[config.mk]
export PLATFORM = sky130hd
export DESIGN_NAME = round_arbiter
export DESIGN_NICKNAME = d
export VERILOG_FILES = /design/src/rtl/round_pkg.sv /design/src/rtl/round_mode.sv /design/src/rtl/round_arbiter.sv
export SDC_FILE = /design/constraint.sdc
export NUM_CORES = 1
export LEC_CHECK = 0
export ABC_AREA = 0
export CAP_MARGIN = 0
export CORE_MARGIN = 8
export CORE_UTILIZATION = 40
export DETAILED_ROUTE_END_ITERATION = 6
export PLACE_DENSITY = 0.83
export SETUP_SLACK_MARGIN = 0.5
export SKIP_LAST_GASP = 1
export SLEW_MARGIN = 20
export SYNTH_ARGS = -nofsm -noshare
export SYNTH_HDL_FRONTEND = slang
export SYNTH_HIERARCHICAL = 1
export SYNTH_SLANG_ARGS = --single-unit
[constraint.sdc]
create_clock -name i_clk -period 7.76 [get_ports i_clk]
set_input_delay 0.776 -clock i_clk [delete_from_list [all_inputs] [get_ports i_clk]]
set_output_delay 0.776 -clock i_clk [all_outputs]
set_load 0.05 [all_outputs]
[src/rtl/round_pkg.sv]
// rtl/round_pkg.sv - shared rounding mode codes and bias helper
//
// Purpose : Mode code constants and the per-mode bias selection shared by
//           every block that rounds samples.
// Ports   : none (package)
package round_pkg;

   localparam logic [2:0] ROUND_TRUNC     = 3'd0;
   localparam logic [2:0] ROUND_HALF_UP   = 3'd1;
   localparam logic [2:0] ROUND_HALF_DOWN = 3'd2;
   localparam logic [2:0] ROUND_TO_ZERO   = 3'd3;
   localparam logic [2:0] ROUND_FROM_ZERO = 3'd4;
   localparam logic [2:0] ROUND_CONV      = 3'd5;

   // Returns {bit placed just below the kept LSB, bit replicated beneath it}.
   // sign is the sample MSB, lsb is the lowest bit that survives the slice.
   // Codes 6 and 7 fall through to the truncate bias.
   function automatic logic [1:0] round_bias_bits(input logic [2:0] mode,
                                                  input logic       sign,
                                                  input logic       lsb);
      logic [1:0] bits;
      case (mode)
         ROUND_HALF_UP:   bits = 2'b10;
         ROUND_HALF_DOWN: bits = 2'b01;
         ROUND_TO_ZERO:   bits = {sign, ~sign};
         ROUND_FROM_ZERO: bits = {~sign, sign};
         ROUND_CONV:      bits = {lsb, ~lsb};
         default:         bits = 2'b00;
      endcase
      return bits;
   endfunction

endpackage

[src/rtl/round_mode.sv]
// rtl/round_mode.sv - combinational bias-add and slice rounding datapath
//
// Purpose : Adds the mode-dependent bias to a two's complement sample
//           (wrapping modulo 2^IWID) and keeps the top OWID bits.
// Ports   : sample_i  IWID-bit input sample
//           mode_i    3-bit rounding mode code
//           result_o  OWID-bit rounded result
module round_mode
   import round_pkg::*;
#(
   parameter int IWID = 8,
   parameter int OWID = 5
) (
   input  logic [IWID-1:0] sample_i,
   input  logic [2:0]      mode_i,
   output logic [OWID-1:0] result_o
);

   // Number of discarded bits; at least two so a "below" field always exists.
   localparam int SH = IWID - OWID;

   logic [1:0]      bias_bits;
   logic [IWID-1:0] bias;
   logic [IWID-1:0] sum;
   logic            unused_frac;

   always_comb begin
      bias_bits       = round_bias_bits(mode_i, sample_i[IWID-1], sample_i[SH]);
      bias            = '0;
      bias[SH-1]      = bias_bits[1];
      bias[SH-2:0]    = {(SH-1){bias_bits[0]}};
   end

   // Overflow wraps deliberately: no saturation.
   assign sum         = sample_i + bias;
   assign result_o    = sum[IWID-1:SH];
   assign unused_frac = ^sum[SH-1:0];

endmodule

[src/rtl/round_arbiter.sv]
// rtl/round_arbiter.sv - round-robin arbiter feeding a registered rounder
//
// Purpose : Picks one of NCH requesters round-robin, rounds its sample with
//           its own mode and presents the result one cycle later.
// Ports   : i_clk      clock, rising edge
//           i_reset_n  asynchronous active-low reset
//           i_valid    per-channel request valid
//           o_ready    per-channel accept, one-hot or zero
//           i_data     channel k sample in [k*IWID +: IWID]
//           i_mode     channel k mode in [k*3 +: 3]
//           o_valid    result valid
//           i_ready    downstream accept
//           o_data     rounded result
//           o_chan     channel that produced o_data
module round_arbiter
   import round_pkg::*;
#(
   parameter int IWID = 8,
   parameter int OWID = 5,
   parameter int NCH  = 4
) (
   input  logic                    i_clk,
   input  logic                    i_reset_n,
   input  logic [NCH-1:0]          i_valid,
   output logic [NCH-1:0]          o_ready,
   input  logic [NCH*IWID-1:0]     i_data,
   input  logic [NCH*3-1:0]        i_mode,
   output logic                    o_valid,
   input  logic                    i_ready,
   output logic [OWID-1:0]         o_data,
   output logic [$clog2(NCH)-1:0]  o_chan
);

   localparam int CW = $clog2(NCH);

   logic [CW-1:0]   ptr_q,   ptr_d;
   logic            valid_q, valid_d;
   logic [OWID-1:0] data_q,  data_d;
   logic [CW-1:0]   chan_q,  chan_d;

   logic            can_load;
   logic            grant;
   logic            grant_found;
   logic [CW-1:0]   grant_idx;
   logic [CW-1:0]   scan_idx;
   logic [IWID-1:0] sel_data;
   logic [2:0]      sel_mode;
   logic [OWID-1:0] rounded;

   assign can_load = !valid_q || i_ready;

   // Scan upward from the pointer; CW-bit addition wraps NCH-1 back to 0
   // because NCH is a power of two.
   always_comb begin
      grant_found = 1'b0;
      grant_idx   = '0;
      scan_idx    = '0;
      for (int i = 0; i < NCH; i++) begin
         scan_idx = ptr_q + CW'(i);
         if (!grant_found && i_valid[scan_idx]) begin
            grant_found = 1'b1;
            grant_idx   = scan_idx;
         end
      end
   end

   // Reset gating keeps o_ready low while reset is held even though the
   // pointer and valid flag alone would allow a grant.
   assign grant   = i_reset_n && can_load && grant_found;
   assign o_ready = grant ? (NCH'(1) << grant_idx) : '0;

   always_comb begin
      sel_data = '0;
      sel_mode = ROUND_TRUNC;
      for (int k = 0; k < NCH; k++) begin
         if (grant_idx == CW'(k)) begin
            sel_data = i_data[k*IWID +: IWID];
            sel_mode = i_mode[k*3 +: 3];
         end
      end
   end

   round_mode #(
      .IWID (IWID),
      .OWID (OWID)
   ) u_round_mode (
      .sample_i (sel_data),
      .mode_i   (sel_mode),
      .result_o (rounded)
   );

   always_comb begin
      ptr_d   = ptr_q;
      valid_d = valid_q;
      data_d  = data_q;
      chan_d  = chan_q;
      if (grant) begin
         ptr_d   = grant_idx + CW'(1);
         valid_d = 1'b1;
         data_d  = rounded;
         chan_d  = grant_idx;
      end else if (can_load) begin
         valid_d = 1'b0;
      end
   end

   always_ff @(posedge i_clk or negedge i_reset_n) begin
      if (!i_reset_n) begin
         ptr_q   <= '0;
         valid_q <= 1'b0;
         data_q  <= '0;
         chan_q  <= '0;
      end else begin
         ptr_q   <= ptr_d;
         valid_q <= valid_d;
         data_q  <= data_d;
         chan_q  <= chan_d;
      end
   end

   assign o_valid = valid_q;
   assign o_data  = data_q;
   assign o_chan  = chan_q;

endmodule

==> flow_summary.toml <==
[finish]
area.growth.synth_to_final_pct = 61.18
drive_gt1_frac = 0.07813
post-route-util = 0.6537
fill_cells = 238
fin_nets = 250
n_antenna_cell = 0

[die]
ioPinCount = 63
core.rowCount = 19
dieArea_sq_um = 4618
start_util = 0.4055
die_x_microns = 67.96
die_y_microns = 67.96
core-area_sq_um = 2663

[job]
max_cap_viol_count = 0

[sta]
rsz0062_at_grt = "no"
worst_pin_slew_ps = 824.6
finalSetupTns_ps = 0
setup_violations = 0
skew_ps = 1.949
max-slew-margin-rel = 0.4503
hold_viol = 0
final.min_clock_period_ps = 5490
fmax_ghz = 0.1822
slew_violations = 0
fin_crit_sh = 0.7074

[placed_design]
finalWeightedCongestion = 0.9993
dp_hpwl_microns = 3045
portBuffers = 62

[critical_path]
r2r_cells = 19
crit_required_ps = 7920
reg2reg_from = "ptr_q[0]"
startpoint_type = "primary input"
critPathSlowestCell = "nor2b_1"
cp-end-kind = "flop"
worst_ep_arrival_time_ps = 5650
regToRegSetupSlack_ps = 2930
critPathBufInv = 2
max_stage_delay_ps = 570
path_class = "in -> reg"
cp_cell_sequence = "clkdlybuf4s50_1 -> nor2b_1 -> nor3_1 -> o22ai_1 -> inv_1 -> ha_1 -> nor2b_1 -> a221o_1 -> o21ai_0 -> o21ai_0 -> nand2b_1 -> a211o_1 -> nand2_1 -> ha_1 -> nor2_1 -> a21o_1 -> a31oi_4 -> nand4_1 -> xnor2_1 -> mux2_2"
path_max_fanout = 14
cp_top_family = "compound AO/OA/AOI/OAI gates"
r2r-end = "o_data[4]"

[routing]
met3WireLength_microns = 329
wl_met1_microns = 1379
initialDrtViolationCount = 62
dr.pass1.iters = 4
drt_wl_total_microns = 3631
dr_wl_met2_microns = 1878
wl_per_cell_microns = 16.28
via_count = 1241
drc_errors = 0
post_drt_via_cell_ratio = 5.565
maxUsedRoutingLayer = "met4"
drtAntennaViolNets = 0

[hold_path]
whs_endpoint = "o_chan[1]"
hold_depth = 1
hp-start = "o_chan[1]"
min_path_type = "reg -> reg"

[cts]
cts_resized = 0
clockRootBuffer = "clkbuf_4"
cts_sinks = 10
clockBufferDepth = 2
numCtsBuffers = 3
post-cts-setup-buffer-count = 0
cts_hold_buf = 0
worstSkewPairLatency_ps = 270
h-tree-depth = 1
cts_tree = "yes"
clkTransAtPathRegs_ps = 70

[synthesis]
yosysUniqueCellTypes = 34
yosys_most_used_dff = "dfrtp_1"
avgSynthCellArea_sq_um = 8.119
synth_edf_count = 0
yosys_warnings = 6
yosysSeqAreaShare = 0.2317
synth-async-reset-ratio = 1.000
ys_top_cells_by_area = "dfrtp_1, o21ai_0, a221o_1, ha_1, mux2_4"
syn_inst = 133
ys_ff_latch = 10
syn_nets = 190
netlist.top_cell.by_area = "dfrtp_1"
netlist.area_leader.share = 0.2317
netlist_area_sq_um = 1080

[power_and_ir_drop]
powerDensity_nw_per_um2 = 376.2
max-vdd-ir-drop_uv = 248.1
p_leak_nw = 0.6965
power_w = 0.0006548

[global_routing]
grt_overflow = 0
grt_max_degree = 24
grt_first_pass_wirelength_microns = 5706
grt_antenna_before_repair = 0
grt_usage = 0.1590
grt_pass1_vias = 1231

[status]
status = "complete, no violations"
-- report_power, final --
part           leakage (nW)  internal [W]  switching (W)
combinational         0.556      0.000214       0.000302
clock                0.0210     0.0000285      0.0000185
sequential            0.119     0.0000762      0.0000153
total                 0.697      0.000319       0.000336
-- worst reg2reg max path, stage by stage (launching register included) --
cell      delay (ps)
dfrtp_1          400
nor2b_1          170
nor3b_1           70
o22ai_1          350
inv_1            130
ha_1             380
nor2b_1          570
a221o_1          240
o21ai_0           70
o21ai_0          490
nand2b_1         130
a211o_1          380
nand2_1          110
ha_1             200
nor2_1            60
a21o_1           200
a31oi_4          200
nand4_1          140
xnor2_1          160
mux2_2           270
-- kinds of logic (layout without fill, tap and decap cells) --
kind of cell	count (synthesis)	in the layout	share of synthesized area
fa+ha+maj	6	6	0.06952
buf+inv	16	75	0.06373
xor+xnor	4	4	0.03245
flops	10	10	0.2317
simple gates	39	39	0.1738
compound gates	49	49	0.3187
mux	9	9	0.1101
-- registers in the layout, summed over array words and instances, names as in the netlist --
name and flops:
o_data 5, o_valid 1, ptr_q 2, o_chan 2
-- worst max-delay path by stage --
stage / startpoint / to / cells past startpoint
global placement: i_valid[0] / o_data[4] / 20
finish: i_valid[0] / o_data[4] / 20
detailed placement: i_valid[0] / o_data[4] / 20
floorplan: i_valid[3] / o_data[4] / 20
global route: i_valid[0] / o_data[4] / 21
CTS: i_valid[0] / o_data[4] / 20
-- metrics by stage --
step	hold slack (ps)	instances	worst slack (ps)	instance area (sq um)
6_report	510.0	223	2270	1740
5_1_grt	535.2	223	1811	1740
4_1_cts	514.3	223	2359	1740
3_5_place_dp	492.7	219	2050	1704
3_3_place_gp	494.8	219	2393	1704
2_1_floorplan	480.4	133	3520	1080
-- synth_stat cells, types with 3 or more instances --
| cell type | n |
|---|---|
| o21ai_0 | 23 |
| nand2_1 | 19 |
| a221o_1 | 10 |
| dfrtp_1 | 10 |
| inv_1 | 9 |
| ha_1 | 6 |
| clkbuf_1 | 5 |
| mux2_4 | 5 |
| nor2b_1 | 5 |
| and2_1 | 4 |
| a21oi_1 | 3 |
| mux2_2 | 3 |
| nor2_1 | 3 |
| o21ai_1 | 3 |
| xnor2_1 | 3 |
-- placed cells by master, fill, tap and decap left out, drive strengths merged --
cell type / synthesis / layout
o22ai: 2 / 2
ha: 6 / 6
o21ai: 26 / 26
xnor2: 3 / 3
mux2i: 1 / 1
a31oi: 2 / 2
clkdlybuf4s50: 0 / 62
nor3: 1 / 1
nand4: 1 / 1
a2bb2oi: 1 / 1
a21o: 1 / 1
inv: 9 / 9
mux2: 8 / 8
xor2: 1 / 1
clkbuf: 5 / 4
nand2: 19 / 19
nor2: 3 / 3
a211o: 1 / 1
dfrtp: 10 / 10
nor2b: 5 / 5
a221o: 10 / 10
a21oi: 4 / 4
and2b: 1 / 1
nand2b: 2 / 2
and2: 4 / 4
nor3b: 1 / 1
nand3: 2 / 2
o41ai: 2 / 2
-- per-layer routing --
| layer | vias up | GRT usage |
|---|---|---|
| li1 | 599 | - |
| met1 | 579 | 0.1789 |
| met2 | 55 | 0.2825 |
| met3 | 8 | 0.05728 |
| met4 | 0 | 0.03069 |
| met5 | - | 0 |
-- area by class of cell --
class                      instances  area (sq um)  share of cell area
timing repair buffer              62         620.6              0.3566
tap                               31         38.79             0.02229
inverter                           9         33.78             0.01941
clock buffer                       4         36.28             0.02085
sequential                        10         250.2              0.1438
multi-input combinational        107         760.7              0.4371
(Power assumes the default switching activity.)
